`src/rtl/seq_detect_sched_if.sv`:
```
// Requester-side bus of seq_detect_sched: requests, words, grants and job results.
interface seq_detect_sched_if #(
   parameter int unsigned NUM_REQ = 4,
   parameter int unsigned DATA_W  = 8,
   parameter int unsigned CNT_W   = 4
);
   localparam int unsigned ID_W = (NUM_REQ > 1) ? $clog2(NUM_REQ) : 1;

   logic [NUM_REQ-1:0]        req;
   logic [NUM_REQ*DATA_W-1:0] req_data;
   logic [NUM_REQ-1:0]        gnt;
   logic                      busy;
   logic                      done;
   logic [ID_W-1:0]           done_id;
   logic [CNT_W-1:0]          match_cnt;

   modport master (output req, req_data, input gnt, busy, done, done_id, match_cnt);
   modport slave  (input req, req_data, output gnt, busy, done, done_id, match_cnt);
endinterface

```
`src/rtl/seq_detect_sched.sv`:
```
// Round-robin scheduler sharing one serial sequence detector among NUM_REQ word requesters.
// Optional macro SEQ_DETECT_SCHED_LSB_FIRST_EN: shift words LSB-first instead of MSB-first.
module seq_detect_sched #(
   parameter int unsigned NUM_REQ = 4,
   parameter int unsigned DATA_W  = 8,
   parameter int unsigned DRAIN   = 1,
   parameter int unsigned CNT_W   = 4
) (
   input  logic               clk,
   input  logic               rst,
   seq_detect_sched_if.slave  bus,
   output logic               det_clr,
   output logic               det_din,
   input  logic               det_sout
);
   localparam int unsigned ID_W  = (NUM_REQ > 1) ? $clog2(NUM_REQ) : 1;
   localparam int unsigned BIT_W = (DATA_W > 1) ? $clog2(DATA_W) : 1;
   localparam int unsigned DR_W  = (DRAIN > 1) ? $clog2(DRAIN) : 1;

   typedef enum logic [2:0] {ST_IDLE, ST_CLEAR, ST_SHIFT, ST_DRAIN, ST_DONE} state_t;

   state_t              state_q, state_d;
   logic [ID_W-1:0]     ptr_q, ptr_d, cur_q, cur_d;
   logic [DATA_W-1:0]   sreg_q, sreg_d;
   logic [BIT_W-1:0]    bit_q, bit_d;
   logic [DR_W-1:0]     drn_q, drn_d;
   logic [CNT_W-1:0]    cnt_q, cnt_d;
   logic [NUM_REQ-1:0]  gnt_q, gnt_d;
   logic                busy_q, busy_d, clr_q, clr_d, din_q, din_d, done_q, done_d;
   logic [ID_W-1:0]     done_id_q, done_id_d;
   logic [CNT_W-1:0]    mcnt_q, mcnt_d;

   logic [ID_W-1:0]     pick_c;
   logic [CNT_W-1:0]    cnt_inc_c;
   logic                shift_bit_c;
   logic [DATA_W-1:0]   sreg_next_c;

   // First set request at or after p, wrapping; lowest offset wins.
   function automatic logic [ID_W-1:0] rr_pick(input logic [NUM_REQ-1:0] r,
                                               input logic [ID_W-1:0]    p);
      logic [ID_W-1:0] pick;
      int              k;
      pick = p;
      for (int i = int'(NUM_REQ) - 1; i >= 0; i--) begin
         k = (int'(p) + i) % int'(NUM_REQ);
         if (r[ID_W'(k)]) pick = ID_W'(k);
      end
      return pick;
   endfunction

   assign pick_c    = rr_pick(bus.req, ptr_q);
   assign cnt_inc_c = (det_sout && (cnt_q != '1)) ? cnt_q + CNT_W'(1) : cnt_q;

`ifdef SEQ_DETECT_SCHED_LSB_FIRST_EN
   assign shift_bit_c = sreg_q[0];
   assign sreg_next_c = sreg_q >> 1;
`else
   assign shift_bit_c = sreg_q[DATA_W-1];
   assign sreg_next_c = sreg_q << 1;
`endif

   // Next-state and next-output logic; every output is the registered copy of a *_d value.
   always_comb begin
      state_d   = state_q;
      ptr_d     = ptr_q;
      cur_d     = cur_q;
      sreg_d    = sreg_q;
      bit_d     = bit_q;
      drn_d     = drn_q;
      cnt_d     = cnt_q;
      gnt_d     = '0;
      busy_d    = 1'b0;
      clr_d     = 1'b0;
      din_d     = 1'b0;
      done_d    = 1'b0;
      done_id_d = done_id_q;
      mcnt_d    = mcnt_q;
      case (state_q)
         ST_IDLE: begin
            if (|bus.req) begin
               cur_d = pick_c;
               for (int i = 0; i < int'(NUM_REQ); i++) begin
                  if (pick_c == ID_W'(i)) sreg_d = bus.req_data[i*DATA_W +: DATA_W];
               end
               gnt_d   = NUM_REQ'(1) << pick_c;
               ptr_d   = (pick_c == ID_W'(NUM_REQ - 1)) ? '0 : pick_c + ID_W'(1);
               clr_d   = 1'b1;
               state_d = ST_CLEAR;
            end
         end
         ST_CLEAR: begin
            cnt_d   = '0;
            bit_d   = '0;
            drn_d   = '0;
            din_d   = shift_bit_c;
            sreg_d  = sreg_next_c;
            state_d = ST_SHIFT;
         end
         ST_SHIFT: begin
            cnt_d = cnt_inc_c;
            if (bit_q == BIT_W'(DATA_W - 1)) begin
               if (DRAIN == 0) begin
                  done_d    = 1'b1;
                  done_id_d = cur_q;
                  mcnt_d    = cnt_inc_c;
                  state_d   = ST_DONE;
               end else begin
                  state_d = ST_DRAIN;
               end
            end else begin
               bit_d  = bit_q + BIT_W'(1);
               din_d  = shift_bit_c;
               sreg_d = sreg_next_c;
            end
         end
         ST_DRAIN: begin
            cnt_d = cnt_inc_c;
            if (drn_q == DR_W'(DRAIN - 1)) begin
               done_d    = 1'b1;
               done_id_d = cur_q;
               mcnt_d    = cnt_inc_c;
               state_d   = ST_DONE;
            end else begin
               drn_d = drn_q + DR_W'(1);
            end
         end
         ST_DONE:  state_d = ST_IDLE;
         default:  state_d = ST_IDLE;
      endcase
      busy_d = (state_d != ST_IDLE);
   end

   always_ff @(posedge clk) begin
      if (rst) begin
         state_q   <= ST_IDLE;
         ptr_q     <= '0;
         cur_q     <= '0;
         sreg_q    <= '0;
         bit_q     <= '0;
         drn_q     <= '0;
         cnt_q     <= '0;
         gnt_q     <= '0;
         busy_q    <= 1'b0;
         clr_q     <= 1'b0;
         din_q     <= 1'b0;
         done_q    <= 1'b0;
         done_id_q <= '0;
         mcnt_q    <= '0;
      end else begin
         state_q   <= state_d;
         ptr_q     <= ptr_d;
         cur_q     <= cur_d;
         sreg_q    <= sreg_d;
         bit_q     <= bit_d;
         drn_q     <= drn_d;
         cnt_q     <= cnt_d;
         gnt_q     <= gnt_d;
         busy_q    <= busy_d;
         clr_q     <= clr_d;
         din_q     <= din_d;
         done_q    <= done_d;
         done_id_q <= done_id_d;
         mcnt_q    <= mcnt_d;
      end
   end

   assign bus.gnt       = gnt_q;
   assign bus.busy      = busy_q;
   assign bus.done      = done_q;
   assign bus.done_id   = done_id_q;
   assign bus.match_cnt = mcnt_q;
   assign det_clr       = clr_q;
   assign det_din       = din_q;

endmodule

```
`src/flat_wrapper.sv`:
```
// flat-port wrapper written by rule: the top's interface ports become plain ports
module seq_detect_sched_flat 
#(
   parameter int unsigned NUM_REQ = 4,
   parameter int unsigned DATA_W  = 8,
   parameter int unsigned DRAIN   = 1,
   parameter int unsigned CNT_W   = 4
)
  (clk, rst, det_clr, det_din, det_sout, bus_req, bus_req_data, bus_gnt, bus_busy, bus_done, bus_done_id, bus_match_cnt);
  seq_detect_sched_if #(.NUM_REQ(NUM_REQ), .DATA_W(DATA_W), .CNT_W(CNT_W)) bus_i ();
  input  logic clk;
  input  logic rst;
  output logic det_clr;
  output logic det_din;
  input  logic det_sout;
  input wire logic [$bits(bus_i.req)-1:0] bus_req;
  input wire logic [$bits(bus_i.req_data)-1:0] bus_req_data;
  output wire logic [$bits(bus_i.gnt)-1:0] bus_gnt;
  output wire logic [$bits(bus_i.busy)-1:0] bus_busy;
  output wire logic [$bits(bus_i.done)-1:0] bus_done;
  output wire logic [$bits(bus_i.done_id)-1:0] bus_done_id;
  output wire logic [$bits(bus_i.match_cnt)-1:0] bus_match_cnt;
  assign bus_i.req = bus_req;
  assign bus_i.req_data = bus_req_data;
  assign bus_gnt = bus_i.gnt;
  assign bus_busy = bus_i.busy;
  assign bus_done = bus_i.done;
  assign bus_done_id = bus_i.done_id;
  assign bus_match_cnt = bus_i.match_cnt;
  seq_detect_sched #(.NUM_REQ(NUM_REQ), .DATA_W(DATA_W), .DRAIN(DRAIN), .CNT_W(CNT_W)) u_core (.clk(clk), .rst(rst), .bus(bus_i), .det_clr(det_clr), .det_din(det_din), .det_sout(det_sout));
endmodule
```
`config.mk`:
```
export PLATFORM = sky130hd
export DESIGN_NAME = seq_detect_sched_flat
export DESIGN_NICKNAME = d
export VERILOG_FILES = /design/src/rtl/seq_detect_sched_if.sv /design/src/rtl/seq_detect_sched.sv /design/src/flat_wrapper.sv
export SDC_FILE = /design/constraint.sdc
export NUM_CORES = 1
export LEC_CHECK = 0
export ABC_AREA = 0
export BUFFER_PORTS_ARGS = -buffer_cell sky130_fd_sc_hd__buf_4
export CAP_MARGIN = 20
export CORE_MARGIN = 2
export CORE_UTILIZATION = 47
export CTS_CLUSTER_SIZE = 24
export DETAILED_ROUTE_END_ITERATION = 7
export HOLD_SLACK_MARGIN = 0.1
export PLACE_DENSITY = 0.73
export SLEW_MARGIN = 20
export SYNTH_ARGS = -nofsm -noshare
export SYNTH_HDL_FRONTEND = slang
export SYNTH_SLANG_ARGS = --single-unit
```
`constraint.sdc`:
```
create_clock -name clk -period 2.6 [get_ports clk]
set_input_delay 0.52 -clock clk [delete_from_list [all_inputs] [get_ports clk]]
set_output_delay 0.52 -clock clk [all_outputs]
set_load 0.01 [all_outputs]
```
==> metrics.txt <==
sum of negative setup slack=0 ns; std cell rows=23; Post-CTS Resized=0; largest net degree at the start of global routing=29; drt first pass iters=4; post-route cell area=about 0.0025 mm^2; slowest library cell on the worst path=dfxtp_1; Hold Buf Count CTS=0; share of post-route cells with drive strength above 1=0.286; initial DRC count=104; final core occ=0.625; sequential fraction of the synthesis area=0.368; Fin. Hold Viols=0; cell breakdown of the critical path=nor3b_1, o22a_1, o22ai_2, inv_2, ha_1, nor3_1, or3_1, a211o_1, o32ai_1; GRT overflow=0; max cap viols=0; Pwr Density=783 mW/mm^2; CP endpoint kind=flop; # setup viols final=0; # IOs=53; Total GRT Usage=0.197; headroom to the max-slew limit=0.648; Arr. time, crit path=2.67 ns; setup bufs post-CTS=0; routability congestion estimate=0.816; Initial Util=0.490; most used flip-flop cell after synthesis=dfxtp_1; count of cell types in the netlist=50; Synthesized Nets=283; Die Span Y=a little under 70 um; detail-routed via count per cell=5.35; Root Driver=clkbuf_8; Startpoint Class=flop; Nets=between 300 and 400; Crit Path Category=reg -> reg; dpl cells=about 340; CTS tree=yes; wirelength, routed=roughly 4500 um; post-synthesis async set-or-reset flop share=0; fmax=approximately 410 MHz; Reg clk slew, reported paths=0.08 ns; clock latency on the worst-skew pair=about 0.29 ns; Vias=approximately 1,800; port buffer count=52; global-route wire length before repair=6960 um; Die X=68.6 um; worst slew pin tran=~0.52 ns; Worst EP required=roughly 2.8 ns; WL per Instance=between 10 and 15 um; Final Max Slew Viols=0; Post-synth EDFFs=0; flops & latches, synth=36; Longest Clk Path Bufs=2; Peak supply drop=around 0.37 mV; FF+latch area=slightly above 700 um^2; HPWL Detailed=about 3300 um; CP top delay family=compound AO/OA/AOI/OAI gates; TritonCTS buffer count=5; period utilisation layout=0.949; n_diodes=0; status=completed; fill count=roughly 350; area of the mapped netlist=around 0.002 mm^2; area of the multi-input gates=approximately 0.0011 mm^2; core area=roughly 0.004 mm^2; Avg Cell Area, Syn=8.27 um^2; placed instance area=about 0.0024 mm^2; initial antenna violation count=0; fin crit period=roughly 2.5 ns; H-tree depth=2; CP Buf/Inv Count=1; worst clock skew=roughly 0.0081 ns; CP max stage delay=about 0.38 ns; Post-Synthesis Cells=237; vias in the first global route=1,582; DRC=0; Post-Layout Cell Count=between 300 and 400; critical path peak fanout=8; Routed Antenna Nets=0; Tightest Hold Check Type=reg -> reg; WHS=0.461 ns; Synth Warn #=0; synth-to-layout area growth=27.6%; Die ar.=approximately 0.0047 mm^2; clk sink count=36; Leak Pwr=approximately 1.1 nW
## power breakdown
| group | switching, mW | total [mW] | internal, mW |
|---|---|---|---|
| combinational | 0.427 | 0.806 | 0.379 |
| sequential | 0.0873 | 0.755 | 0.668 |
| clock | 0.211 | 0.397 | 0.187 |
| total | 0.725 | 1.96 | 1.23 |
## synthesized netlist by cell type (4+ instances only)
cell type	count	area share
dfxtp_1	36	0.37
a21oi_1	24	0.061
nor2_1	23	0.044
inv_1	19	0.036
nand2_1	17	0.033
nor2b_1	12	0.038
o32ai_1	8	0.036
ha_1	7	0.045
o21ai_0	7	0.018
a221oi_1	6	0.027
and3_1	6	0.019
clkbuf_1	6	0.011
a211o_1	5	0.022
a211o_2	4	0.020
nor3_1	4	0.010
## worst min-delay path: stages, from the launching register on
cell	delay [ns]
dfxtp_1	0.31
inv_1	0.05
o32ai_1	0.05
## worst paths after layout
check,from,end,slack [ns],depth (start not counted)
worst min register to register,u_core.sreg_q[1]$_SDFFE_PP0P_,u_core.sreg_q[1]$_SDFFE_PP0P_,0.46,2
worst max register to register,u_core.ptr_q[1]$_SDFFE_PP0P_,u_core.sreg_q[0]$_SDFFE_PP0P_,0.13,9
worst max-delay path,u_core.ptr_q[1]$_SDFFE_PP0P_,u_core.sreg_q[0]$_SDFFE_PP0P_,0.13,9
worst min-delay path,u_core.sreg_q[1]$_SDFFE_PP0P_,u_core.sreg_q[1]$_SDFFE_PP0P_,0.46,2
## sequential cells by signal, summed over array words and instances, names as in the netlist
name and flops:
u_core.bit_q 3, u_core.ptr_q 2, u_core.det_din 1, u_core.bus.done 1
u_core.bus.gnt 4, u_core.cur_q 2, u_core.state_q 3, u_core.sreg_q 8
u_core.cnt_q 4, u_core.det_clr 1, u_core.bus.done_id 2, u_core.bus.match_cnt 4
u_core.bus.busy 1
## cells by family (layout without fill, tap and decap cells)
kind of cell             Yosys count  after routing  share of synthesized area
adder cells (fa/ha/maj)            7              7                     0.0447
AND/OR/NAND/NOR                   78             78                      0.199
buffers and inverters             35             92                     0.0887
XOR/XNOR                           3              3                     0.0134
AO/OA/AOI/OAI                     76             76                      0.276
multiplexers                       2              2                     0.0108
flip-flops                        36             36                      0.368
## per-layer routing
| layer | vias up | share of wire | routed length, um | track usage |
|---|---|---|---|---|
| met5 | - | 0 | 0 | 0 |
| met4 | 0 | 0.012 | 56 | 0.0675 |
| met3 | 5 | 0.062 | 282 | 0.0649 |
| met1 | 829 | 0.48 | 2160 | 0.261 |
| met2 | 43 | 0.45 | 2040 | 0.298 |
| li1 | 965 | - | - | - |
## stage by stage
step,worst slack [ns],total power [mW]
2_1_floorplan,0.122,1.30
3_3_place_gp,-0.0302,1.53
3_5_place_dp,-0.102,1.55
4_1_cts,0.0840,1.95
5_1_grt,-0.0531,2.10
6_report,0.132,1.96
## cell usage in the layout (no fill, tap or decap), drive strengths merged, types with 2 or more instances in the layout
master  netlist  final
buf           3     62
dfxtp        36     36
a21oi        24     24
nor2         23     23
inv          22     22
nand2        17     17
nor2b        12     12
a211o         9      9
o21ai         8      8
o32ai         8      8
a221oi        7      7
ha            7      7
and3          6      6
clkbuf        9      5
nor3          4      4
nor4          4      4
xor2          3      3
and2          3      3
nand3         3      3
a21boi        3      3
a211oi        3      3
clkinv        0      3
nor3b         2      2
a22oi         2      2
a22o          2      2
## cell type report
class | instances | share of cell area
clock buffers | 5 | 0.0275
multi-input cells | 166 | 0.433
inverters | 22 | 0.0330
repair buffers | 62 | 0.186
clock inverters | 3 | 0.00750
flip-flops and latches | 36 | 0.288
well taps | 50 | 0.0250
Note: power is estimated with default switching activity, not from simulation.
